--- config.mk ---
export PLATFORM = sky130hd
export DESIGN_NAME = grid_sched_flat
export DESIGN_NICKNAME = d
export VERILOG_FILES = /design/src/rtl/grid_sched_if.sv /design/src/rtl/grid_sched.sv /design/src/flat_wrapper.sv
export SDC_FILE = /design/constraint.sdc
export NUM_CORES = 1
export LEC_CHECK = 0
export ABC_AREA = 1
export BUFFER_PORTS_ARGS = -buffer_cell sky130_fd_sc_hd__buf_2
export CORE_MARGIN = 5
export CORE_UTILIZATION = 51
export CTS_BUF_LIST = sky130_fd_sc_hd__clkbuf_8
export DETAILED_ROUTE_END_ITERATION = 10
export PLACE_DENSITY = 0.82
export SLEW_MARGIN = 0
export SYNTH_ARGS = -nofsm -noshare
export SYNTH_HDL_FRONTEND = slang
export SYNTH_SLANG_ARGS = --single-unit
--- constraint.sdc ---
create_clock -name clk -period 5.2 [get_ports clk]
set_clock_uncertainty 0.15 [all_clocks]
set_input_delay 0.52 -clock clk [delete_from_list [all_inputs] [get_ports clk]]
set_output_delay 0.52 -clock clk [all_outputs]
set_load 0.05 [all_outputs]
--- src/rtl/grid_sched_if.sv ---
`default_nettype none
// ============================================================================
//  Module      : grid_sched_if
//  Description : Sample-fetch and tap-issue channels of the grid scheduler.
//                master = scheduler side, slave = sample source / MAC side.
//  Revision    : 1.0  initial release
// ============================================================================
interface grid_sched_if #(
    parameter int GRID_W = 7
);
    logic                  s_valid;
    logic                  s_ready;
    logic [GRID_W-1:0]     s_u;
    logic [GRID_W-1:0]     s_v;
    logic                  tap_valid;
    logic                  acc_ready;
    logic [2:0]            tap_x;
    logic [2:0]            tap_y;
    logic [2*GRID_W-1:0]   grid_index;

    modport master (
        input  s_valid, s_u, s_v, acc_ready,
        output s_ready, tap_valid, tap_x, tap_y, grid_index
    );

    modport slave (
        output s_valid, s_u, s_v, acc_ready,
        input  s_ready, tap_valid, tap_x, tap_y, grid_index
    );
endinterface
`default_nettype wire

--- src/rtl/grid_sched.sv ---
`default_nettype none
// ============================================================================
//  Module      : grid_sched
//  Description : Walks a SUPPORT x SUPPORT kernel footprint around each sample,
//                skipping off-grid taps and stalling read-after-write hazards.
//  Revision    : 1.0  initial release
// ============================================================================
module grid_sched #(
    parameter int GRID_W   = 7,
    parameter int SUPPORT  = 4,
    parameter int PIPE_LAT = 6
) (
    input  wire logic        clk,
    input  wire logic        rst,
    input  wire logic        start,
    input  wire logic [31:0] n_target,
    grid_sched_if.master     bus,
    output logic             smp_done,
    output logic             busy,
    output logic             done,
    output logic [31:0]      n_cycles,
    output logic [31:0]      n_samples
);
    localparam int                c_cw       = GRID_W + 2;
    localparam int                c_depth    = PIPE_LAT - 1;
    localparam logic [2:0]        c_tap_last = 3'(SUPPORT - 1);
    localparam logic [c_cw-1:0]   c_half     = c_cw'(SUPPORT / 2);

    typedef enum logic [2:0] {
        ST_IDLE  = 3'd0,
        ST_FETCH = 3'd1,
        ST_ISSUE = 3'd2,
        ST_DRAIN = 3'd3,
        ST_DONE  = 3'd4
    } state_t;

    state_t                r_state;
    state_t                w_state_nxt;

    logic [GRID_W-1:0]     r_u;
    logic [GRID_W-1:0]     r_v;
    logic [2:0]            r_tap_x;
    logic [2:0]            r_tap_y;
    logic [31:0]           r_target;
    logic [31:0]           r_n_cycles;
    logic [31:0]           r_n_samples;
    logic                  r_fl_vld [c_depth];
    logic [2*GRID_W-1:0]   r_fl_idx [c_depth];

    logic [c_cw-1:0]       w_col;
    logic [c_cw-1:0]       w_row;
    logic                  w_in_range;
    logic [2*GRID_W-1:0]   w_idx;
    logic                  w_blocked;
    logic                  w_draining;
    logic                  w_issue;
    logic                  w_tap_valid;
    logic                  w_accept;
    logic                  w_advance;
    logic                  w_last_tap;
    logic                  w_retire;
    logic                  w_fetch_hs;
    logic                  w_target_hit;
    logic                  w_start_run;
    logic                  w_busy;
    logic                  w_s_ready;

    // Modular arithmetic: any negative or >= 2^GRID_W coordinate leaves a
    // non-zero value in the two guard bits.
    assign w_col      = {2'b00, r_u} + c_cw'(r_tap_x) - c_half;
    assign w_row      = {2'b00, r_v} + c_cw'(r_tap_y) - c_half;
    assign w_in_range = (w_col[c_cw-1:GRID_W] == 2'b00) && (w_row[c_cw-1:GRID_W] == 2'b00);
    assign w_idx      = {w_row[GRID_W-1:0], w_col[GRID_W-1:0]};

    assign w_issue      = (r_state == ST_ISSUE);
    assign w_tap_valid  = w_issue && w_in_range && !w_blocked;
    assign w_accept     = w_tap_valid && bus.acc_ready;
    assign w_advance    = w_issue && (!w_in_range || w_accept);
    assign w_last_tap   = (r_tap_x == c_tap_last) && (r_tap_y == c_tap_last);
    assign w_retire     = w_advance && w_last_tap;
    assign w_fetch_hs   = (r_state == ST_FETCH) && bus.s_valid;
    assign w_target_hit = ((r_n_samples + 32'd1) == r_target);
    assign w_start_run  = (r_state == ST_IDLE) && start && (n_target != 32'd0);

    // Entry i holds an index accepted i+1 cycles ago; the oldest entry expires
    // at the next edge, so it no longer holds up the drain.
    always_comb begin
        w_blocked  = 1'b0;
        w_draining = 1'b0;
        for (int i = 0; i < c_depth; i++) begin
            if (r_fl_vld[i] && (r_fl_idx[i] == w_idx)) begin
                w_blocked = 1'b1;
            end
        end
        for (int i = 0; i < c_depth - 1; i++) begin
            if (r_fl_vld[i]) begin
                w_draining = 1'b1;
            end
        end
    end

    always_ff @(posedge clk) begin
        if (!rst) begin
            r_state <= ST_IDLE;
        end else begin
            r_state <= w_state_nxt;
        end
    end

    always_comb begin
        w_state_nxt = r_state;
        w_busy      = 1'b0;
        w_s_ready   = 1'b0;
        done        = 1'b0;
        smp_done    = 1'b0;
        case (r_state)
            ST_IDLE: begin
                if (start) begin
                    w_state_nxt = (n_target != 32'd0) ? ST_FETCH : ST_DONE;
                end
            end
            ST_FETCH: begin
                w_busy    = 1'b1;
                w_s_ready = 1'b1;
                if (bus.s_valid) begin
                    w_state_nxt = ST_ISSUE;
                end
            end
            ST_ISSUE: begin
                w_busy   = 1'b1;
                smp_done = w_retire;
                if (w_retire) begin
                    w_state_nxt = w_target_hit ? ST_DRAIN : ST_FETCH;
                end
            end
            ST_DRAIN: begin
                w_busy = 1'b1;
                if (!w_draining) begin
                    w_state_nxt = ST_DONE;
                end
            end
            ST_DONE: begin
                done        = 1'b1;
                w_state_nxt = ST_IDLE;
            end
            default: begin
                w_state_nxt = ST_IDLE;
            end
        endcase
    end

    always_ff @(posedge clk) begin
        if (!rst) begin
            r_u         <= '0;
            r_v         <= '0;
            r_tap_x     <= '0;
            r_tap_y     <= '0;
            r_target    <= '0;
            r_n_cycles  <= '0;
            r_n_samples <= '0;
            for (int i = 0; i < c_depth; i++) begin
                r_fl_vld[i] <= 1'b0;
                r_fl_idx[i] <= '0;
            end
        end else begin
            if (w_start_run) begin
                r_target    <= n_target;
                r_n_cycles  <= '0;
                r_n_samples <= '0;
            end else begin
                if (w_busy) begin
                    r_n_cycles <= r_n_cycles + 32'd1;
                end
                if (w_retire) begin
                    r_n_samples <= r_n_samples + 32'd1;
                end
            end

            if (w_fetch_hs) begin
                r_u     <= bus.s_u;
                r_v     <= bus.s_v;
                r_tap_x <= '0;
                r_tap_y <= '0;
            end else if (w_advance) begin
                if (r_tap_x == c_tap_last) begin
                    r_tap_x <= '0;
                    r_tap_y <= (r_tap_y == c_tap_last) ? 3'd0 : r_tap_y + 3'd1;
                end else begin
                    r_tap_x <= r_tap_x + 3'd1;
                end
            end

            // Ages every cycle regardless of stalls.
            r_fl_vld[0] <= w_accept;
            r_fl_idx[0] <= w_idx;
            for (int i = 1; i < c_depth; i++) begin
                r_fl_vld[i] <= r_fl_vld[i-1];
                r_fl_idx[i] <= r_fl_idx[i-1];
            end
        end
    end

    assign bus.s_ready    = w_s_ready;
    assign bus.tap_valid  = w_tap_valid;
    assign bus.tap_x      = r_tap_x;
    assign bus.tap_y      = r_tap_y;
    assign bus.grid_index = w_issue ? w_idx : '0;
    assign busy           = w_busy;
    assign n_cycles       = r_n_cycles;
    assign n_samples      = r_n_samples;
endmodule
`default_nettype wire

--- src/flat_wrapper.sv ---
// flat-port wrapper written by rule: the top's interface ports become plain ports
module grid_sched_flat 
#(
    parameter int GRID_W   = 7,
    parameter int SUPPORT  = 4,
    parameter int PIPE_LAT = 6
)
  (clk, rst, start, n_target, smp_done, busy, done, n_cycles, n_samples, bus_s_valid, bus_s_u, bus_s_v, bus_acc_ready, bus_s_ready, bus_tap_valid, bus_tap_x, bus_tap_y, bus_grid_index);
  grid_sched_if #(.GRID_W(GRID_W)) bus_i ();
  input  wire logic clk;
  input  wire logic rst;
  input  wire logic start;
  input  wire logic [31:0] n_target;
  output logic smp_done;
  output logic busy;
  output logic done;
  output logic [31:0] n_cycles;
  output logic [31:0] n_samples;
  input wire logic [$bits(bus_i.s_valid)-1:0] bus_s_valid;
  input wire logic [$bits(bus_i.s_u)-1:0] bus_s_u;
  input wire logic [$bits(bus_i.s_v)-1:0] bus_s_v;
  input wire logic [$bits(bus_i.acc_ready)-1:0] bus_acc_ready;
  output wire logic [$bits(bus_i.s_ready)-1:0] bus_s_ready;
  output wire logic [$bits(bus_i.tap_valid)-1:0] bus_tap_valid;
  output wire logic [$bits(bus_i.tap_x)-1:0] bus_tap_x;
  output wire logic [$bits(bus_i.tap_y)-1:0] bus_tap_y;
  output wire logic [$bits(bus_i.grid_index)-1:0] bus_grid_index;
  assign bus_i.s_valid = bus_s_valid;
  assign bus_i.s_u = bus_s_u;
  assign bus_i.s_v = bus_s_v;
  assign bus_i.acc_ready = bus_acc_ready;
  assign bus_s_ready = bus_i.s_ready;
  assign bus_tap_valid = bus_i.tap_valid;
  assign bus_tap_x = bus_i.tap_x;
  assign bus_tap_y = bus_i.tap_y;
  assign bus_grid_index = bus_i.grid_index;
  grid_sched #(.GRID_W(GRID_W), .SUPPORT(SUPPORT), .PIPE_LAT(PIPE_LAT)) u_core (.clk(clk), .rst(rst), .start(start), .n_target(n_target), .bus(bus_i), .smp_done(smp_done), .busy(busy), .done(done), .n_cycles(n_cycles), .n_samples(n_samples));
endmodule
==> flow_summary.yaml, run 1 <==
clock_tree:
  resize_count_post_cts: 0
  clkTransAtPathRegs_ns: 0.10
  cts-htree-levels: 4
  cts-hold-fix-buffers: 0
  total_number_of_clock_tree_sinks: 194
  tritoncts: "built"
  cts_root_buffer: "sky130_fd_sc_hd__clkbuf_8"
  cts_made_buffers: 17
  clockBufferDepth: 2
  clock_latency_at_the_later_pin_of_the_worst_skew_pair_ns: 0.47
  cts_setup_buffers: 0
yosys:
  synthesis.area_per_instance_um2: 6.51
  synth.net_count: 1652
  synth_seq_cells: 194
  synthesized_netlist_cell_count: 1587
  synth.cell_area_um2: 10300
  synthesis.yosys.warnings: 0
  synth_cell_types: 42
  yosysSeqAreaShare_pct: 37.6
power_and_ir_drop:
  vdd_drop_max_mv: 0.191
  p_leak_nw: 5.87
  power_density_nw_per_um2: 419
floorplanning:
  fp.coreArea_um2: 20100
  fp.dieArea_um2: 23200
  die_height_um: 152
  number_of_standard_cell_rows_in_the_floorplan: 52
  ios: 140
  chipWidth_um: 152
  start_util_pct: 51.4
global_route:
  grt.total_usage_pct: 23.9
  grt_pass1_vias: 9530
  grt_use_met1_pct: 30.4
  gr-total-overflow: 0
  grt_first_pass_wirelength_mm: 46.3
  gr-usage-met2_pct: 40.5
  antenna_violations_before_repair: 0
  use_met3_pct: 4.09
  grt_start_max_net_pins: 110
  busiest_layer: "met2"
worst_setup_path:
  worstSetupStartpointType: "flop"
  worst-r2r-cell-count: 22
  cp-end-kind: "output port"
  critical_path_class: "reg2out"
  critical_path.startpoint: "u_core.bus.tap_y[0]"
  r2r_setup_slack_ns: 0.95
  worstPathArrival_ns: 4.19
  crit_required_ns: 4.53
  endpoint_of_the_lowest_slack_register_to_register_path: "u_core.n_samples[27]"
  critPathMaxFanout: 14
  r2r-start: "u_core.bus.tap_y[0]"
routing:
  wl_per_cell_um: 14.1
  route.final.wire_length_mm: 28.1
  vias: 10200
  drt_first_pass_iters: 5
  ant_nets: 0
  routed_via_density: 5.11
  starting_drc_count_in_detailed_routing: 783
  drc: 0
timing:
  timing.setup.tns_ns: 0
  timing.final.crit_period_ns: 4.86
  worst_slew_margin_relative_to_its_limit_pct: 32.3
  report.final.setup_viol: 0
  setup_repair_after_global_routing_missed_its_margin: "false"
  worst_slew_pin_slew_ns: 1.01
  report.final.slew_viol_count: 0
  hold_viol: 0
  min_period_over_period_pct: 93.4
  max_freq_ghz: 0.206
  finalWorstSetupSlack_ns: 0.342
  hold-worst-slack_ns: 0.123
final_layout:
  diodes_inserted: 0
  final_layout_size_suffix_gt1_share_pct: 12.2
  fin_cells: 1991
  syn2layout_area_growth_pct: 12.3
  nets: 1773
outcome:
  outcome: "completed"
hold_path:
  worst_hold_startpoint: "bus_s_v[2]"
  hold_depth: 3
  worst_hold_path_type: "in2reg"
  worst_hold_path.endpoint: "u_core.r_v[2]"
placed_design:
  dp_slack_ns: 0.758
  numPlacedInstances: 1959
  hpwl_mm: 21.6
  io_buffer_count: 139
  gp_congestion: 0.943
flow_run:
  maxCapViolations: 0
## area by class of cell
cell class	instances	area (um^2)
Inverter	266	998
Timing Repair Buffer	147	756
Clock buffer	17	234
Tap cell	270	338
Clock inverter	15	134
Sequential cell	194	3880
Multi-Input combinational cell	1082	5250
Fill cell	1915	8510
## worst max-delay path, cell delays in order, from the launching register on
cell                      delay [ns]
sky130_fd_sc_hd__dfxtp_1        0.37
sky130_fd_sc_hd__ha_1           0.24
sky130_fd_sc_hd__fa_2           0.73
sky130_fd_sc_hd__inv_1          0.08
sky130_fd_sc_hd__ha_1           0.51
sky130_fd_sc_hd__o21ai_0        0.14
sky130_fd_sc_hd__a21oi_1        0.13
sky130_fd_sc_hd__nand2_1        0.06
sky130_fd_sc_hd__nor2_1         0.11
sky130_fd_sc_hd__nand3_1        0.08
sky130_fd_sc_hd__nor2_1         0.09
sky130_fd_sc_hd__nand2_1        0.06
sky130_fd_sc_hd__nor2_1         0.10
sky130_fd_sc_hd__nand3_1        0.09
sky130_fd_sc_hd__nand2_1        0.09
sky130_fd_sc_hd__inv_1          0.04
sky130_fd_sc_hd__nand3_1        0.11
sky130_fd_sc_hd__nand2_2        0.24
sky130_fd_sc_hd__nand3_2        0.17
sky130_fd_sc_hd__inv_1          0.06
sky130_fd_sc_hd__buf_2          0.21
## cell usage in the layout, fill, tap and decap left out, drive strengths merged
| cell | netlist | routed |
|---|---|---|
| or2 | 7 | 7 |
| inv | 264 | 268 |
| xor2 | 55 | 55 |
| clkinv | 2 | 8 |
| xnor2 | 10 | 10 |
| o22ai | 3 | 3 |
| nor4 | 18 | 18 |
| o21ai | 69 | 69 |
| buf | 11 | 147 |
| nand3 | 98 | 98 |
| a21boi | 1 | 1 |
| a211oi | 1 | 1 |
| o41ai | 1 | 1 |
| nor2 | 233 | 233 |
| nor3b | 2 | 2 |
| o31ai | 1 | 1 |
| dfxtp | 194 | 194 |
| bufinv | 0 | 1 |
| nand4 | 27 | 27 |
| and3 | 1 | 1 |
| mux2i | 2 | 2 |
| nor3 | 35 | 35 |
| xnor3 | 3 | 3 |
| nand3b | 11 | 11 |
| ha | 12 | 12 |
| a22oi | 2 | 2 |
| a21oi | 67 | 67 |
| a31oi | 1 | 1 |
| nand2 | 413 | 413 |
| fa | 2 | 2 |
| o2111ai | 2 | 2 |
| clkinvlp | 0 | 4 |
| o21a | 5 | 5 |
| clkbuf | 34 | 17 |
## per-layer routing
layer / share of wire, % / wire (um)
met3: 6.8 / 1920
met2: 47 / 13200
met5: 0 / 0
met4: 3.3 / 916
met1: 43 / 12100
## Yosys cell counts (all sizes together)
cell | n | area share [%]
nand4 | 27 | 1.6
fa | 2 | 0.39
nor4 | 18 | 1.2
mux2i | 2 | 0.19
o21a | 5 | 0.36
buf | 11 | 0.70
a21boi | 1 | 0.073
nand2 | 413 | 15
ha | 12 | 1.5
nand3 | 98 | 5.0
a31oi | 1 | 0.061
dfxtp | 194 | 38
nand3b | 11 | 0.80
a21oi | 67 | 3.3
o41ai | 1 | 0.085
or2 | 7 | 0.42
and3 | 1 | 0.061
nor3b | 2 | 0.15
a22oi | 2 | 0.15
xor2 | 55 | 4.7
nor3 | 35 | 1.7
clkbuf | 34 | 1.2
o2111ai | 2 | 0.17
o31ai | 1 | 0.073
inv | 264 | 9.6
clkinv | 2 | 0.073
a211oi | 1 | 0.073
xnor2 | 10 | 0.85
o21ai | 69 | 3.3
xnor3 | 3 | 0.65
nor2 | 233 | 8.5
o22ai | 3 | 0.18
## power by group
group	leakage, nW	total (mW)	internal, mW	switching, mW
sequential	1.58	1.84	1.69	0.151
combinational	4.11	2.08	0.615	1.47
clock	0.181	0.939	0.382	0.557
total	5.87	4.86	2.69	2.17
## kinds of logic after synthesis
family,after synthesis,share of synthesized area [%]
buffers and inverters,311,11.6
DFF,194,37.6
AOI/OAI and AO/OA,153,7.85
and+or+nand+nor,845,34.7
xor gates and xnor gates,68,6.17
muxes,2,0.194
adders and majority gates,14,1.84
## sequential cells by signal, indices dropped and copies added, names as in the netlist
register,flops
u_core.bus.tap_x,3
u_core.n_samples,32
u_core.r_target,32
u_core.r_v,7
u_core.r_fl_idx,70
u_core.n_cycles,32
u_core.r_fl_vld,5
u_core.bus.tap_y,3
u_core.r_state,3
u_core.r_u,7
## through the flow
step	power (mW)	instance area, um^2	utilization, %
after floorplan	3.39	10300	-
after global placement	3.88	11200	55.8
after detailed placement	3.93	11200	55.8
after CTS	4.87	11600	57.7
after global routing	5.21	11600	57.7
final	4.86	11600	57.7
## worst max-delay path by stage
stage / endpoint / slack [ns] / depth (start not counted)
2_1_floorplan: bus_tap_valid / 0.59 / 18
3_3_place_gp: smp_done / 0.87 / 20
3_5_place_dp: smp_done / 0.76 / 20
4_1_cts: smp_done / 0.20 / 20
5_1_grt: smp_done / 0.006 / 20
6_report: smp_done / 0.34 / 20
Note: power is estimated with default switching activity, not from simulation.
==> run 2, diff against run 1 <==
--- a/config.mk
+++ b/config.mk
@@ -13,4 +13,3 @@
 export DETAILED_ROUTE_END_ITERATION = 10
-export PLACE_DENSITY = 0.82
-export SLEW_MARGIN = 0
+export PLACE_DENSITY = 0.83
 export SYNTH_ARGS = -nofsm -noshare
--- a/constraint.sdc
+++ b/constraint.sdc
@@ -4,2 +4,2 @@
 set_output_delay 0.52 -clock clk [all_outputs]
-set_load 0.05 [all_outputs]
+set_load 0.01 [all_outputs]
==> flow_summary.yaml, run 2 (synthesis gave the netlist of run 1 again) <==
outcome:
  outcome: "completed"
routing:
  wl_per_cell_um: 13.7
  vias: 10100
  routed_via_density: 5.09
  starting_drc_count_in_detailed_routing: 614
  ant_nets: 0
  route.final.wire_length_mm: 27.3
  drt_first_pass_iters: 5
  drc: 0
timing:
  timing.final.crit_period_ns: 4.70
  min_period_over_period_pct: 90.4
  finalWorstSetupSlack_ns: 0.499
  report.final.setup_viol: 0
  max_freq_ghz: 0.213
  timing.setup.tns_ns: 0
  worst_slew_margin_relative_to_its_limit_pct: 25.4
  hold_viol: 0
  worst_slew_pin_slew_ns: 1.12
  report.final.slew_viol_count: 0
  setup_repair_after_global_routing_missed_its_margin: "false"
global_route:
  antenna_violations_before_repair: 0
  grt_start_max_net_pins: 110
  grt_pass1_vias: 9479
  grt_first_pass_wirelength_mm: 45.5
  grt.total_usage_pct: 23.5
  gr-total-overflow: 0
power_and_ir_drop:
  power_density_nw_per_um2: 403
  p_leak_nw: 5.88
  vdd_drop_max_mv: 0.220
hold_path:
  worst_hold_startpoint: "bus_s_v[1]"
  worst_hold_path_type: "in2reg"
  hold_depth: 3
  worst_hold_path.endpoint: "u_core.r_v[1]"
worst_setup_path:
  r2r_setup_slack_ns: 0.97
  r2r-start: "u_core.bus.tap_x[0]"
  critical_path_class: "reg2out"
  endpoint_of_the_lowest_slack_register_to_register_path: "u_core.r_state[2]"
  crit_required_ns: 4.53
  worstSetupStartpointType: "flop"
  worst-r2r-cell-count: 22
  worstPathArrival_ns: 4.03
  critPathMaxFanout: 14
  cp-end-kind: "output port"
floorplanning:
  ios: 140
  chipWidth_um: 152
  number_of_standard_cell_rows_in_the_floorplan: 52
  fp.dieArea_um2: 23200
  start_util_pct: 51.4
  fp.coreArea_um2: 20100
  die_height_um: 152
final_layout:
  nets: 1773
  top_register: "u_core.r_fl_idx"
  syn2layout_area_growth_pct: 12.5
  diodes_inserted: 0
  fillCellCount: 1917
  largest_reg_flops: 70
  final_cell_mix: "sky130_fd_sc_hd__nand2_1 (404), sky130_fd_sc_hd__inv_1 (261), sky130_fd_sc_hd__nor2_1 (229)"
  layout.cells.most_common: "sky130_fd_sc_hd__nand2_1"
  final_area_um2: 11600
  final_layout_size_suffix_gt1_share_pct: 12.3
flow_run:
  maxCapViolations: 0
clock_tree:
  cts_made_buffers: 17
  cts_root_buffer: "sky130_fd_sc_hd__clkbuf_8"
  clockBufferDepth: 2
  clock_latency_at_the_later_pin_of_the_worst_skew_pair_ns: 0.48
  tritoncts: "built"
  total_number_of_clock_tree_sinks: 194
  cts-htree-levels: 4
  clkTransAtPathRegs_ns: 0.11
placed_design:
  hpwl_mm: 20.8
  placement_cell_area_um2: 11200
  gp_congestion: 0.959
  io_buffer_count: 139
  dp_slack_ns: 0.863
-- run 2: cell types whose count changed in the layout (fill, tap and decap cells not counted), sizes merged --
| cell | change |
|---|---|
| clkinv | -1 |
| clkinvlp | -1 |
| bufinv | -1 |
| inv | +3 |
-- run 2: metal layers --
layer / part of all wire, % / track usage [%]
met3: 6.5 / 4.32
met4: 2.7 / 8.48
met1: 44 / 30.2
met5: 0 / 0
met2: 46 / 39.6
-- run 2: report_power, final --
| part | internal (mW) | total (mW) | switching (mW) |
|---|---|---|---|
| Combinational | 0.614 | 1.88 | 1.27 |
| Sequential | 1.69 | 1.84 | 0.144 |
| Clock | 0.356 | 0.965 | 0.609 |
-- run 2: worst max path at each step --
stage,from,end,slack (ns),depth (start not counted)
floorplan,u_core.bus.tap_x[0],smp_done,1.09,23
global placement,u_core.bus.tap_x[0],smp_done,1.02,20
detailed placement,u_core.bus.tap_x[0],u_core.r_state[2],0.86,22
CTS,u_core.bus.tap_x[0],smp_done,0.31,20
global route,u_core.bus.tap_x[0],smp_done,0.10,21
finish,u_core.bus.tap_x[0],smp_done,0.50,20
-- run 2: cell type report --
class / count / area, um^2 / share of cell area (%)
Multi-Input combinational cell: 1082 / 5260 / 45.3
Clock buffer: 17 / 234 / 2.01
Sequential cell: 194 / 3880 / 33.4
Timing Repair Buffer: 147 / 756 / 6.51
Clock inverter: 15 / 149 / 1.28
Tap cell: 270 / 338 / 2.91
Inverter: 266 / 998 / 8.59
-- run 2: critical path, cell delays in order, from the launching register on --
cell                      delay, ns
sky130_fd_sc_hd__dfxtp_1       0.37
sky130_fd_sc_hd__ha_1          0.26
sky130_fd_sc_hd__fa_2          0.71
sky130_fd_sc_hd__inv_1         0.08
sky130_fd_sc_hd__ha_1          0.50
sky130_fd_sc_hd__nor2_1        0.10
sky130_fd_sc_hd__a21oi_1       0.13
sky130_fd_sc_hd__nand3_1       0.09
sky130_fd_sc_hd__nor2_1        0.14
sky130_fd_sc_hd__nand2_1       0.06
sky130_fd_sc_hd__nor2_1        0.09
sky130_fd_sc_hd__nand3_1       0.08
sky130_fd_sc_hd__nor2_1        0.09
sky130_fd_sc_hd__nand3_1       0.07
sky130_fd_sc_hd__nand2_1       0.09
sky130_fd_sc_hd__nor2_1        0.04
sky130_fd_sc_hd__nand3_1       0.14
sky130_fd_sc_hd__nand2_4       0.18
sky130_fd_sc_hd__nand3_2       0.13
sky130_fd_sc_hd__inv_1         0.04
sky130_fd_sc_hd__buf_2         0.13
-- run 2: timing repair --
| item | in CTS | in global routing |
|---|---|---|
| endpoints found under the setup margin | 0 | 1 |
| hold buffers | 0 | 0 |
| endpoints found under the hold margin | 0 | 0 |
| resized for setup | 0 | 2 |
| buffers inserted | 0 | 0 |
-- run 2: metrics by stage --
step	instances	util, %	hold WS [ns]	power, mW
final	1991	57.8	0.115	4.68
after global routing	1991	57.8	0.111	5.02
after CTS	1991	57.7	0.0985	4.68
after detailed placement	1959	55.8	0.274	3.72
after global placement	1959	55.8	0.263	3.67
after floorplan	1587	-	0.257	3.21
==> run 3, diff against run 2 <==
- GPL_TIMING_DRIVEN: not set -> 0
- PLACE_DENSITY: 0.83 -> 0.72
==> flow_summary.yaml, run 3 (synthesis gave the netlist of run 1 again) <==
timing:
  report.final.slew_viol_count: 0
  report.final.setup_viol: 0
  finalWorstSetupSlack_ns: 0.274
  worst_slew_margin_relative_to_its_limit_pct: 5.99
  min_period_over_period_pct: 94.7
  hold_viol: 0
  timing.final.crit_period_ns: 4.93
  max_freq_ghz: 0.203
  worst_slew_pin_slew_ns: 1.40
  setup_repair_after_global_routing_missed_its_margin: "false"
power_and_ir_drop:
  power_density_nw_per_um2: 404
  totalPowerFinal_mw: 4.77
  vdd_drop_max_mv: 0.190
  p_leak_nw: 5.94
routing:
  starting_drc_count_in_detailed_routing: 701
  routed_via_density: 5.04
  drc: 0
  ant_nets: 0
  route.final.wire_length_mm: 29.1
  vias: 10200
  drt_first_pass_iters: 5
  wl_per_cell_um: 14.4
global_route:
  antenna_violations_before_repair: 0
  grt_first_pass_wirelength_mm: 47.8
  grt.total_usage_pct: 24.9
  grt_start_max_net_pins: 19
  gr-total-overflow: 0
  grt_pass1_vias: 9733
hold_path:
  worst_hold_startpoint: "bus_s_v[2]"
  worst_hold_path_type: "in2reg"
  hold_depth: 3
  worst_hold_path.endpoint: "u_core.r_v[2]"
final_layout:
  final_area_um2: 11800
  layout.cells.most_common: "sky130_fd_sc_hd__nand2_1"
  largest_reg_flops: 70
  fillCellCount: 1988
  top_register: "u_core.r_fl_idx"
  syn2layout_area_growth_pct: 14.5
  fin_cells: 2029
  post-route-util_pct: 58.8
  nets: 1811
  diodes_inserted: 0
  final_cell_mix: "sky130_fd_sc_hd__nand2_1 (404), sky130_fd_sc_hd__inv_1 (261), sky130_fd_sc_hd__nor2_1 (227)"
  final_layout_size_suffix_gt1_share_pct: 12.8
worst_setup_path:
  crit_buf_inv: 6
  cp_cell_sequence: "ha_1, fa_2, buf_8, inv_1, ha_4, clkbuf_8, nor2_1, a21oi_1, nand4_1, nor2_1, nand3_1, nor2_1, nand2_1, nor2_1, nand3_1, nand2_1, nor2_1, nand3_2, nand2_2, nand3_2, buf_8, inv_1, buf_2"
  critPathMaxFanout: 19
  critical-path-max-stage-delay_ns: 0.65
  slowest_stage: "sky130_fd_sc_hd__fa_2"
  cpLargestDelayFamily: "simple AND/OR/NAND/NOR gates"
  endpoint_of_the_lowest_slack_register_to_register_path: "u_core.n_samples[28]"
  critical_path_class: "reg2out"
  r2r_setup_slack_ns: 0.96
  crit_required_ns: 4.53
  cp-end-kind: "output port"
  most_repeated_library_cell_on_the_critical_path: "sky130_fd_sc_hd__nor2_1"
  worst-r2r-cell-count: 25
  r2r-start: "u_core.bus.tap_x[0]"
  worstPathArrival_ns: 4.26
  worstSetupStartpointType: "flop"
clock_tree:
  clockBufferDepth: 2
  total_number_of_clock_tree_sinks: 194
  cts_made_buffers: 17
  cts_root_buffer: "sky130_fd_sc_hd__clkbuf_8"
  cts-hold-fix-buffers: 0
  clkTransAtPathRegs_ns: 0.10
  tritoncts: "built"
  clock_latency_at_the_later_pin_of_the_worst_skew_pair_ns: 0.46
  cts-htree-levels: 4
outcome:
  outcome: "completed"
placed_design:
  hpwl_mm: 22.8
  gp_congestion: 0.930
  dp_slack_ns: -0.155
  io_buffer_count: 139
  placement_cell_area_um2: 11400
  numPlacedInstances: 1996
floorplanning:
  start_util_pct: 51.4
  fp.coreArea_um2: 20100
  die_height_um: 152
  fp.dieArea_um2: 23200
  ios: 140
  number_of_standard_cell_rows_in_the_floorplan: 52
  chipWidth_um: 152
flow_run:
  maxCapViolations: 0
==> run 3: cell count changes in the layout (fill, tap and decap cells not counted), sizes merged <==
cell / previous run / this run
clkbuf: 17 / 48
buf: 147 / 154
clkinvlp: 3 / 5
inv: 271 / 269
bufinv: 0 / 1
clkinv: 7 / 6
==> run 3: tightest hold or removal path, stage by stage <==
cell and delay (ns):
sky130_fd_sc_hd__buf_2 0.08, sky130_fd_sc_hd__nor2_1 0.03, sky130_fd_sc_hd__nor2_1 0.08
==> run 3: routing by layer <==
layer	GRT usage, %	vias up	wire (um)
li1	-	5241	-
met5	0	-	0
met3	3.89	59	1470
met4	7.79	0	796
met1	32.1	4632	13000
met2	42.8	298	13800
==> run 3: where the power goes <==
part,internal (mW),switching [mW],total [mW]
combinational,0.674,1.30,1.97
clock,0.393,0.586,0.978
sequential,1.69,0.130,1.82
==> run 3: through the flow <==
step                TNS, ns  hold WS, ns
CTS                       0        0.108
floorplan                 0        0.257
global route              0        0.108
detailed placement   -0.155        0.275
finish                    0        0.127
global placement     -0.151        0.274
==> run 3: worst max path at each step <==
stage                                   start        to  slack, ns  depth (start not counted)
final                     u_core.bus.tap_x[0]  smp_done       0.27                         23
after global routing      u_core.bus.tap_y[0]  smp_done       0.06                         22
after CTS                 u_core.bus.tap_y[0]  smp_done      0.007                         25
after detailed placement  u_core.bus.tap_x[0]  smp_done      -0.15                         24
after global placement    u_core.bus.tap_x[0]  smp_done      -0.15                         24
after floorplan           u_core.bus.tap_x[0]  smp_done       1.09                         23
==> run 3: final cells by class <==
cell class	instances	area, um^2	area share [%]
Buffer	44	225	1.90
Clock buffer	17	234	1.98
Clock inverter	15	150	1.27
Inverter	266	998	8.44
Multi-Input combinational cell	1082	5280	44.7
Sequential cell	194	3890	32.9
Tap cell	270	338	2.86
Timing Repair Buffer	141	711	6.01
==> run 3: timing repair <==
| item | CTS | global route |
|---|---|---|
| buffers inserted | 1 | 1 |
| gates cloned | 0 | 0 |
| gates resized for setup | 14 | 12 |
| pin swaps | 2 | 5 |
| setup endpoints to repair | 1 | 1 |
